===== config.mk =====
export PLATFORM = sky130hd
export DESIGN_NAME = branch_tag_ctrl
export DESIGN_NICKNAME = d
export VERILOG_FILES = /design/src/rtl/branch_tag_ctrl.sv
export SDC_FILE = /design/constraint.sdc
export NUM_CORES = 1
export LEC_CHECK = 0
export CAP_MARGIN = 25
export CORE_UTILIZATION = 45
export CTS_CLUSTER_DIAMETER = 200
export CTS_CLUSTER_SIZE = 16
export DETAILED_ROUTE_END_ITERATION = 8
export PLACE_DENSITY = 0.71
export SLEW_MARGIN = 40
export SYNTH_ARGS = -nofsm -noshare
export SYNTH_HDL_FRONTEND = slang
export SYNTH_SLANG_ARGS = --single-unit

===== constraint.sdc =====
create_clock -name clk -period 2.94 [get_ports clk]
set_clock_uncertainty 0.1 [all_clocks]
set_input_delay 0.441 -clock clk [delete_from_list [all_inputs] [get_ports clk]]
set_output_delay 0.441 -clock clk [all_outputs]
set_load 0.02 [all_outputs]

===== src/rtl/branch_tag_ctrl.sv =====
// Branch tag allocator: hands out free tags to dispatched branches, tracks allocation
// order in an age FIFO so correct-path frees can be checked, and flushes on mispredict.
module branch_tag_ctrl #(
    parameter int TAG_NUM = 4,
    parameter int TAG_W   = 2
) (
    input  logic               clk,
    input  logic               rst,
    input  logic               allocReq,
    output logic               allocGrant,
    output logic [TAG_W-1:0]   allocNum,
    output logic [TAG_NUM-1:0] depMask,
    output logic               full,
    input  logic               bFreeEn,
    input  logic [TAG_W-1:0]   bFreeNum,
    input  logic               misTaken,
    output logic               orderErr,
    output logic [TAG_W:0]     count
);

    logic [TAG_NUM-1:0]            mask_q, mask_d;
    logic [TAG_NUM-1:0][TAG_W-1:0] fifo_q;
    logic [TAG_W-1:0]              head_q, head_d, tail_q, tail_d;
    logic [TAG_W:0]                count_q, count_d;
    logic                          orderErr_q, orderErr_d;
    logic [TAG_W-1:0]              free_idx;
    logic [TAG_NUM-1:0]            free_oh;
    logic                          valid_free;

    // Lowest-index idle tag; naturally 0 when every tag is busy.
    always_comb begin
        free_idx = '0;
        for (int i = TAG_NUM - 1; i >= 0; i--) begin
            if (!mask_q[i]) free_idx = TAG_W'(i);
        end
    end

    assign full       = (count_q == (TAG_W+1)'(TAG_NUM));
    assign allocGrant = allocReq & ~full & ~misTaken;
    assign allocNum   = free_idx;
    assign free_oh    = bFreeEn ? (TAG_NUM'(1) << bFreeNum) : '0;
    // A tag freed this cycle is dropped so new instructions never wait on a missed free pulse.
    assign depMask    = mask_q & ~free_oh;
    assign count      = count_q;
    assign orderErr   = orderErr_q;

    // Frees must hit a busy tag that is also the oldest outstanding one.
    assign valid_free = bFreeEn & mask_q[bFreeNum] & (fifo_q[head_q] == bFreeNum);

    always_comb begin
        mask_d     = mask_q;
        head_d     = head_q;
        tail_d     = tail_q;
        count_d    = count_q;
        orderErr_d = orderErr_q;
        if (misTaken) begin
            mask_d  = '0;
            head_d  = '0;
            tail_d  = '0;
            count_d = '0;
        end else begin
            if (allocGrant) begin
                mask_d[allocNum] = 1'b1;
                tail_d           = tail_q + 1'b1;
            end
            if (valid_free) begin
                mask_d[bFreeNum] = 1'b0;
                head_d           = head_q + 1'b1;
            end else if (bFreeEn) begin
                orderErr_d = 1'b1;
            end
            count_d = count_q + (TAG_W+1)'(allocGrant) - (TAG_W+1)'(valid_free);
        end
    end

    always_ff @(posedge clk or negedge rst) begin
        if (!rst) begin
            mask_q     <= '0;
            fifo_q     <= '0;
            head_q     <= '0;
            tail_q     <= '0;
            count_q    <= '0;
            orderErr_q <= 1'b0;
        end else begin
            mask_q     <= mask_d;
            head_q     <= head_d;
            tail_q     <= tail_d;
            count_q    <= count_d;
            orderErr_q <= orderErr_d;
            if (allocGrant) fifo_q[tail_q] <= allocNum;
        end
    end

endmodule


# ---- Word level (Yosys, flattened, before mapping)
# Index checks and enable logic that the tools add are counted.
dict set report word_totals {
  register_bits 20
  in_bits 7
  output_inout_bits 12
  elab_cells 66
}
dict set report op_classes {
  n_addsub 4
  order_cmp 7
  n_eq_ne 2
  shift 1
  muxes 25
  n_bitwise 12
  reduce_logical 6
}
# cell count
set ops {}
lappend ops {{2-bit 2-to-1 mux} 10}
lappend ops {{4-bit 2-to-1 mux} 5}
lappend ops {{2-bit by 3-bit less-than comparator with 1-bit output, second input constant} 4}
lappend ops {{4-bit bitwise AND} 2}
lappend ops {{8-bit bitwise mux} 1}
lappend ops {{4-bit inverter} 2}
lappend ops {{2-bit by 1-bit >= comparator with 1-bit output, second input constant} 3}
lappend ops {{2-bit by 1-bit adder with 2-bit output, second input constant} 2}
lappend ops {{1-bit bitwise AND} 4}
lappend ops {{2-bit binary-select mux with 2-bit select} 1}
lappend ops {{1-bit demux with 2-bit select} 2}
lappend ops {{2-bit demux with 2-bit select} 1}
lappend ops {{4-bit bitwise OR} 1}
lappend ops {{2-bit nonzero test} 2}
lappend ops {{1-bit by 2-bit << shifter with 4-bit output, first input constant} 1}
lappend ops {{3-bit by 1-bit adder with 3-bit output} 1}
lappend ops {{3-bit == test, second input constant} 1}
lappend ops {{1-bit logical AND} 3}
lappend ops {{1-bit 2-to-1 mux} 3}
lappend ops {{3-bit 2-to-1 mux} 1}
lappend ops {{1-bit inverter} 3}
lappend ops {{3-bit AND reduction} 1}
lappend ops {{3-bit by 1-bit subtractor with 3-bit output} 1}
lappend ops {{1-bit binary-select mux with 2-bit select} 1}
lappend ops {{2-bit == test} 1}

# ---- Longest topological paths before layout
dict set report depth {
  ltp_word 14
  mapped_depth 12
  depth_no_buf 11
}

# ---- Least setup slack after synthesis
# No wires, ideal clock.
dict set report synth_timing {
  path_type {register to register}
  startpoint {register head_q[0]}
  endpoint {register count_q[2] (netlist: count[2])}
  setup_time_ns 0.131
  arrival_time_ns 2.663
  t_required_ns 2.709
  slack_ns 0.046
  path_stages_with_launch 13
  n_path_buf 1
  period_less_slack_ns 2.894
  cell_sequence {dfrtp_1 -> buf_6 -> mux4_2 -> or3_4 -> o2bb2a_4 -> ha_1 -> inv_1 -> ha_1 -> inv_1 -> fa_1 -> xor2_1 -> xnor2_1 -> nor2_1}
}
dict set report synth_via {
  elab_chain_cells 6
}
# item line
set synth_rtl {}
lappend synth_rtl {{start: declaration} 23} ;# logic [TAG_W-1:0] head_q, head_d, tail_q, tail_d;
lappend synth_rtl {{start signal: assignment} 80} ;# head_q <= '0;
lappend synth_rtl {{start signal: assignment} 86} ;# head_q <= head_d;
lappend synth_rtl {{2-bit binary-select mux with 2-bit select} 48} ;# assign valid_free = bFreeEn & mask_q[bFreeNum] & (fifo_q[head_q] == bFreeNum);
lappend synth_rtl {{2-bit 2-to-1 mux (implied by the code)} 48}
lappend synth_rtl {{2-bit == test} 48}
lappend synth_rtl {{1-bit bitwise AND} 48}
lappend synth_rtl {{3-bit by 1-bit subtractor with 3-bit output} 72} ;# count_d = count_q + (TAG_W+1)'(allocGrant) - (TAG_W+1)'(valid_free);
lappend synth_rtl {{3-bit 2-to-1 mux} 56} ;# if (misTaken) begin
lappend synth_rtl {{net count_d[2]} 24} ;# logic [TAG_W:0] count_q, count_d;
lappend synth_rtl {{end signal: assignment} 88} ;# count_q <= count_d;
lappend synth_rtl {{end: declaration} 24}
# The timed path passes the listed nets, and every way through them passes these cells. The select of a mux whose other input is x is not followed.
# A chain may end at the register's enable or synchronous reset.

# ---- Worst setup path after layout
# Same ends and word-level chain as after synthesis.

==> impl_metrics.env <==
export IMPL_reg2regPathDepth=11
export IMPL_critical_path_required_ns=3.05
export IMPL_tritoncts="built"
export IMPL_setup_slack_ns=0.0147
export IMPL_critical_path_class="flop to flop"
export IMPL_startpoint_type="flop"
export IMPL_clk_pin_slew_ns=0.12
export IMPL_gp_congestion=0.926
export IMPL_routed_wl_mm=3.13
export IMPL_drv_cap=0
export IMPL_clk_insertion_delay_late_ns=0.31
export IMPL_grt_max_degree=21
export IMPL_postSynth_topFlopCell="dfrtp_1"
export IMPL_die_h_um=55.9
export IMPL_fin_setup_tns_ns=0
export IMPL_numCtsBuffers=3
export IMPL_numPortBuffers=18
export IMPL_post_route_cells_drive_above_1_share_pct=25.8
export IMPL_placed_wire_length_estimate_after_detailed_placement_mm=2.40
export IMPL_hold_path_class="flop to flop"
export IMPL_core_area_mm2=0.00276
export IMPL_yosys_register_bits=20
export IMPL_cts_max_path_buffers=2
export IMPL_slew_limit_headroom_pct=62.1
export IMPL_routed_via_density=5.73
export IMPL_yosys_warnings=0
export IMPL_post_route_min_period_ns=2.93
export IMPL_drc=0
export IMPL_clock_net_sink_count=20
export IMPL_netlist_instances=128
export IMPL_r2r_end="count[2]"
export IMPL_dr_pass1_iters=5
export IMPL_yosysSeqAreaShare_pct=38.2
export IMPL_rows=19
export IMPL_via_count=1088
export IMPL_antennaDiodeCount=0
export IMPL_number_of_antenna_violations_at_the_first_check_in_global_routing=0
export IMPL_worst_pin_slew_ns=0.568
export IMPL_synthesis_area_mm2=0.00131
export IMPL_min_period_over_period_pct=99.5
export IMPL_max_freq_ghz=0.342
export IMPL_ant_nets=0
export IMPL_power_total_mw=0.894
export IMPL_initial_utilization_pct=47.5
export IMPL_global_route_overflow_total=0
export IMPL_final_net_count=174
export IMPL_critical_path_peak_fanout=2
export IMPL_wire_per_inst_um=16.5
export IMPL_nFillCells=234
export IMPL_setup_violations=0
export IMPL_yosysUniqueCellTypes=37
export IMPL_die_width_um=55.9
export IMPL_grt_setup_unrepaired="true"
export IMPL_final_hold_fails=0
export IMPL_ff2ff_setup_slack_ns=0.01
export IMPL_crit_arrival_ns=3.03
export IMPL_timing_hold_worst_path_depth=1
export IMPL_io_pin_count=19
export IMPL_synth_edff_count=0
export IMPL_syn_area_per_cell_um2=10.2
export IMPL_cts_htree_levels=1
export IMPL_power_density_cell_area_mw_per_mm2=529
export IMPL_power_leakage_nw=0.718
export IMPL_rr_startpoint="head_q[0]"
export IMPL_cts_root_buffer="clkbuf_4"
export IMPL_syn_num_nets=142
export IMPL_outcome="complete, no violations"
export IMPL_holdPathEnd="orderErr"
export IMPL_drt_iter0_drc=53
export IMPL_postSynth_asyncResetShare_pct=100
export IMPL_hold_path_start="orderErr"
export IMPL_critPathCaptureType="flop"
export IMPL_grt_util_all_layers_pct=21.4
export IMPL_number_of_global_route_vias_before_repair=1147
export IMPL_detailedPlace_worstSlack_ns=-0.344
export IMPL_finalMaxSlewViolations=0
export IMPL_overall_die_area_mm2=0.00313
export IMPL_ir_worst_vdd_mv=0.493
export IMPL_grt_pass1_wl_mm=5.20
export IMPL_syn_to_final_growth_pct=29.2
kinds of logic after synthesis:
logic type                 after synthesis  synth area share, %
AOI/OAI and AO/OA                       22                 12.6
xor gates and xnor gates                 3                 2.01
adders and majority gates                7                 7.27
buffers and inverters                   14                 4.78
DFF                                     20                 38.2
muxes                                   19                 17.6
and+or+nand+nor                         43                 17.5
power by group:
| group | internal [mW] | switching (mW) | total (mW) |
|---|---|---|---|
| logic | 0.154 | 0.158 | 0.313 |
| clock network | 0.138 | 0.0879 | 0.226 |
| registers | 0.318 | 0.0370 | 0.355 |
metrics by stage:
stage	instances	hold WS (ns)	cell area, um^2	utilization, %
global placement	184	0.380	1600	57.9
CTS	189	0.416	1650	59.9
detailed placement	184	0.308	1590	57.7
global route	190	0.425	1690	61.3
finish	190	0.415	1690	61.3
floorplan	128	0.0454	1310	-
sequential cells by signal, indices dropped and copies added, names as in the netlist:
register and flops:
count 3, tail_q 2, mask_q 4, head_q 2, orderErr 1, fifo_q 8
metal layers:
layer / vias to the layer above / part of all wire, % / GRT usage [%] / wire length [um]
met5: - / 0 / 0 / 0
li1: 523 / - / - / -
met2: 37 / 49 / 35.3 / 1520
met4: 0 / 3.9 / 9.76 / 123
met1: 514 / 42 / 26.1 / 1330
met3: 14 / 5.0 / 6.05 / 157
Yosys cell counts (2+ instances only):
cell type | instances | area share (%)
a21oi_1 | 4 | 1.5
nand3_1 | 2 | 0.76
dfrtp_1 | 20 | 38
ha_1 | 6 | 5.7
a211oi_1 | 4 | 2.3
nor2_1 | 11 | 3.2
nand2_1 | 7 | 2.0
inv_1 | 7 | 2.0
nor3b_1 | 2 | 1.1
nor3_1 | 2 | 0.76
o21a_1 | 2 | 1.1
nor2b_1 | 7 | 3.3
nand2b_1 | 4 | 1.9
a31oi_1 | 3 | 1.4
mux4_2 | 2 | 3.4
mux2_2 | 12 | 10
xnor2_1 | 2 | 1.3
clkbuf_1 | 4 | 1.1
nand4_1 | 3 | 1.4
mux2i_1 | 5 | 3.8
o21ai_0 | 2 | 0.76
buf_2 | 2 | 0.76
cell type report:
class,count,area [um^2],share of cell area [%]
Multi-Input combinational cell,94,773,45.7
Sequential cell,20,500,29.6
Timing Repair Buffer,34,297,17.5
Tap cell,31,38.8,2.29
Clock inverter,1,30.0,1.78
Inverter,7,28.8,1.70
Clock buffer,3,22.5,1.33
worst max path at each step:
stage / depth (start not counted) / start / slack [ns] / endpoint
3_3_place_gp: 12 / bFreeNum[1] / -0.25 / count[2]
5_1_grt: 11 / head_q[0] / -0.08 / count[2]
2_1_floorplan: 12 / head_q[0] / 0.05 / count[2]
4_1_cts: 11 / head_q[0] / 0.007 / count[2]
6_report: 11 / head_q[0] / 0.01 / count[2]
3_5_place_dp: 13 / bFreeNum[1] / -0.34 / count[2]
cells in the final DEF, fill, tap and decap left out, types with 5 or more instances in the layout:
cell,n
buf_4,15
clkdlybuf4s50_1,16
dfrtp_1,20
inv_1,5
mux2_2,12
mux2i_1,5
nand2_1,7
nor2_1,11
nor2b_1,7
worst max-delay path, cell delays in order, from the launching register on:
cell,delay [ns]
dfrtp_1,0.40
mux4_2,0.56
or3_4,0.43
o2bb2a_4,0.23
ha_4,0.20
inv_4,0.05
ha_4,0.12
inv_2,0.04
fa_2,0.34
xor2_1,0.16
xnor2_1,0.15
nor2_1,0.06
what timing repair did:
| action | 4_1_cts | 5_1_grt |
|---|---|---|
| resized for setup | 1 | 7 |
| hold endpoints to repair | 20 | 0 |
| setup buffers | 0 | 1 |
| hold buffers | 1 | 0 |
| pin swaps | 1 | 6 |
| setup endpoints to repair | 1 | 1 |
Note: power is estimated with default switching activity, not from simulation.
==> edit (same settings) <==
Set the parameter `TAG_NUM` to 8 (it was 4).
--- a/src/rtl/branch_tag_ctrl.sv
+++ b/src/rtl/branch_tag_ctrl.sv
@@ -1,7 +1,7 @@
 // Branch tag allocator: hands out free tags to dispatched branches, tracks allocation
 // order in an age FIFO so correct-path frees can be checked, and flushes on mispredict.
 module branch_tag_ctrl #(
-    parameter int TAG_NUM = 4,
+    parameter int TAG_NUM = 8,
     parameter int TAG_W   = 2
 ) (
     input  logic               clk,
Ports: changed (resized depMask); port bits go from 19 to 23. The function was not compared with the original's and may differ.
==> edit against the original RTL <==
Worst setup slack better by 21 ps. Critical path type unchanged. Sequential cell count unchanged. Critical endpoint unchanged. First-iteration DRC count down 43%. Synthesized cell count up 3.9%. Area after synthesis up 1.6%. Final area down 0.81%. Highest routed layer unchanged. Count of clock-buffer cells in the layout up 1. Routed wire length down 6.6%.
Power is not compared: it rests on default switching activity, and its combinational part moved more than twofold at a synthesized area within 25%.
==> edit: results (changes against the original RTL) <==
[outcome]
status = finished clean

[worst_setup_path]
reg2reg_depth = 11  ; unchanged
crit_arrival_ps = 3000  ; -30 ps
cpLargestDelayFamily = adder cells
crit_path_top_delay_cell = mux4_2
crit_path_max_incr_delay_ps = 530  ; -30 ps
r2r_slack_ps = 40  ; +20 ps

[route]
firstDrtPassIters = 4  ; -1
wire_per_inst_um = 15.1  ; -8.5%
finalWirelength_um = 2920  ; -6.6%
vias_per_cell = 5.48  ; -4.2%
wl_met2_um = 1350  ; -11%
met3RoutedLength_um = 142  ; -9.6%
wl_met1_um = 1370  ; +3.2%
drtIter0Drc = 30  ; -43%

[yosys]
synth_common_cells = dfrtp_1 (20), nor2_1 (13), mux2_2 (12), nand2_1 (10), nor2b_1 (7)
yosys_warnings = 0  ; unchanged
syn_inst = 133  ; +3.9%
seq_area_frac_synth_pct = 37.6  ; -0.61 points
yosysUniqueCellTypes = 38  ; +2.7%
synth.area.top_cells = dfrtp_1 (38%), mux2_2 (10%), ha_1 (5.6%), nor2_1 (3.7%), mux4_2 (3.4%)

[place]
dp_slack_ps = -299  ; +45.0 ps
dp_cells = 189  ; +2.7%
dp_hpwl_um = 2300  ; -4.0%
gp_congestion = 0.852  ; -8.0%

[timing]
fmaxAchievable_mhz = 344  ; +0.74%
maxSlewHeadroom_pct = 58.4  ; -3.6 points

[cells_and_area]
nets = 178  ; +2.3%
layout-drive-gt1-share_pct = 25.2  ; -0.63 points

[power_and_ir_drop]
vdd_ir_drop_max_uv = 276
cellLeakagePower_nw = 0.711

[global_route]
grt_pass1_wl_um = 4970  ; -4.4%
grt_usage_pct = 20.1  ; -1.3 points
grt_pass1_vias = 1062  ; -7.4%

edit: cell types whose count changed after synthesis, moves of 2 or more:
cell,before,now
a21boi_0,0,2
nand2_1,7,10
nor2_1,11,13
nor3_1,2,4
clkbuf_1,4,2
nor3b_1,2,0
buf_4,0,4
edit: final timing paths:
kind	from	to
worst max-delay path	head_q[0]$_DFFE_PN0P_	count[2]$_DFF_PN0_
worst min-delay path	orderErr$_DFFE_PN0P_	orderErr$_DFFE_PN0P_
worst max register to register	head_q[0]$_DFFE_PN0P_	count[2]$_DFF_PN0_
worst min register to register	orderErr$_DFFE_PN0P_	orderErr$_DFFE_PN0P_
max in group asynchronous	rst	head_q[1]$_DFFE_PN0P_
min in group asynchronous	rst	mask_q[3]$_DFF_PN0_
edit: final cells by class:
cell class	instances	area, um2
fillers	241	1100
flip-flops and latches	20	502
well taps	31	38.8
clock buffers	4	36.3
inverters	6	22.5
multi-input cells	101	795
repair buffers	32	283
edit: repair_timing:
item,CTS,global route
gates resized for setup,2,6
pin swaps,4,5
hold buffers,1,0
endpoints found under the setup margin,1,1
setup buffers,0,0
endpoints found under the hold margin,20,0
edit: per-stage QoR:
| stage | hold slack, ps | utilization, % | cell area [um2] |
|---|---|---|---|
| 3_3_place_gp | 384 | 57.5 | 1600 |
| 3_5_place_dp | 315 | 57.3 | 1590 |
| 2_1_floorplan | 45.4 | - | 1340 |
| 6_report | 406 | 60.3 | 1680 |
| 4_1_cts | 410 | 59.1 | 1640 |
| 5_1_grt | 450 | 60.3 | 1680 |
edit: kinds of logic after synthesis:
kind of cell | count (synthesis) | synth area share, %
AO/OA/AOI/OAI | 23 | 12.9
XOR/XNOR | 3 | 1.98
adder cells (fa/ha/maj) | 7 | 7.15
buffers and inverters | 15 | 6.11
flip-flops | 20 | 37.6
multiplexers | 18 | 16.6
other | 1 | 0.282
AND/OR/NAND/NOR | 46 | 17.4
edit: layer usage:
metal	vias up	GRT usage, %
li1	522	-
met1	503	27.3
met2	33	32.1
met3	6	3.23
met4	0	8.01
met5	-	0
edit: report_power, final:
| group | internal, mW | switching (mW) |
|---|---|---|
| sequential | 0.276 | 0.000870 |
| combinational | 0.0214 | 0.0276 |
| clock | 0.0755 | 0.0856 |
| total | 0.373 | 0.114 |
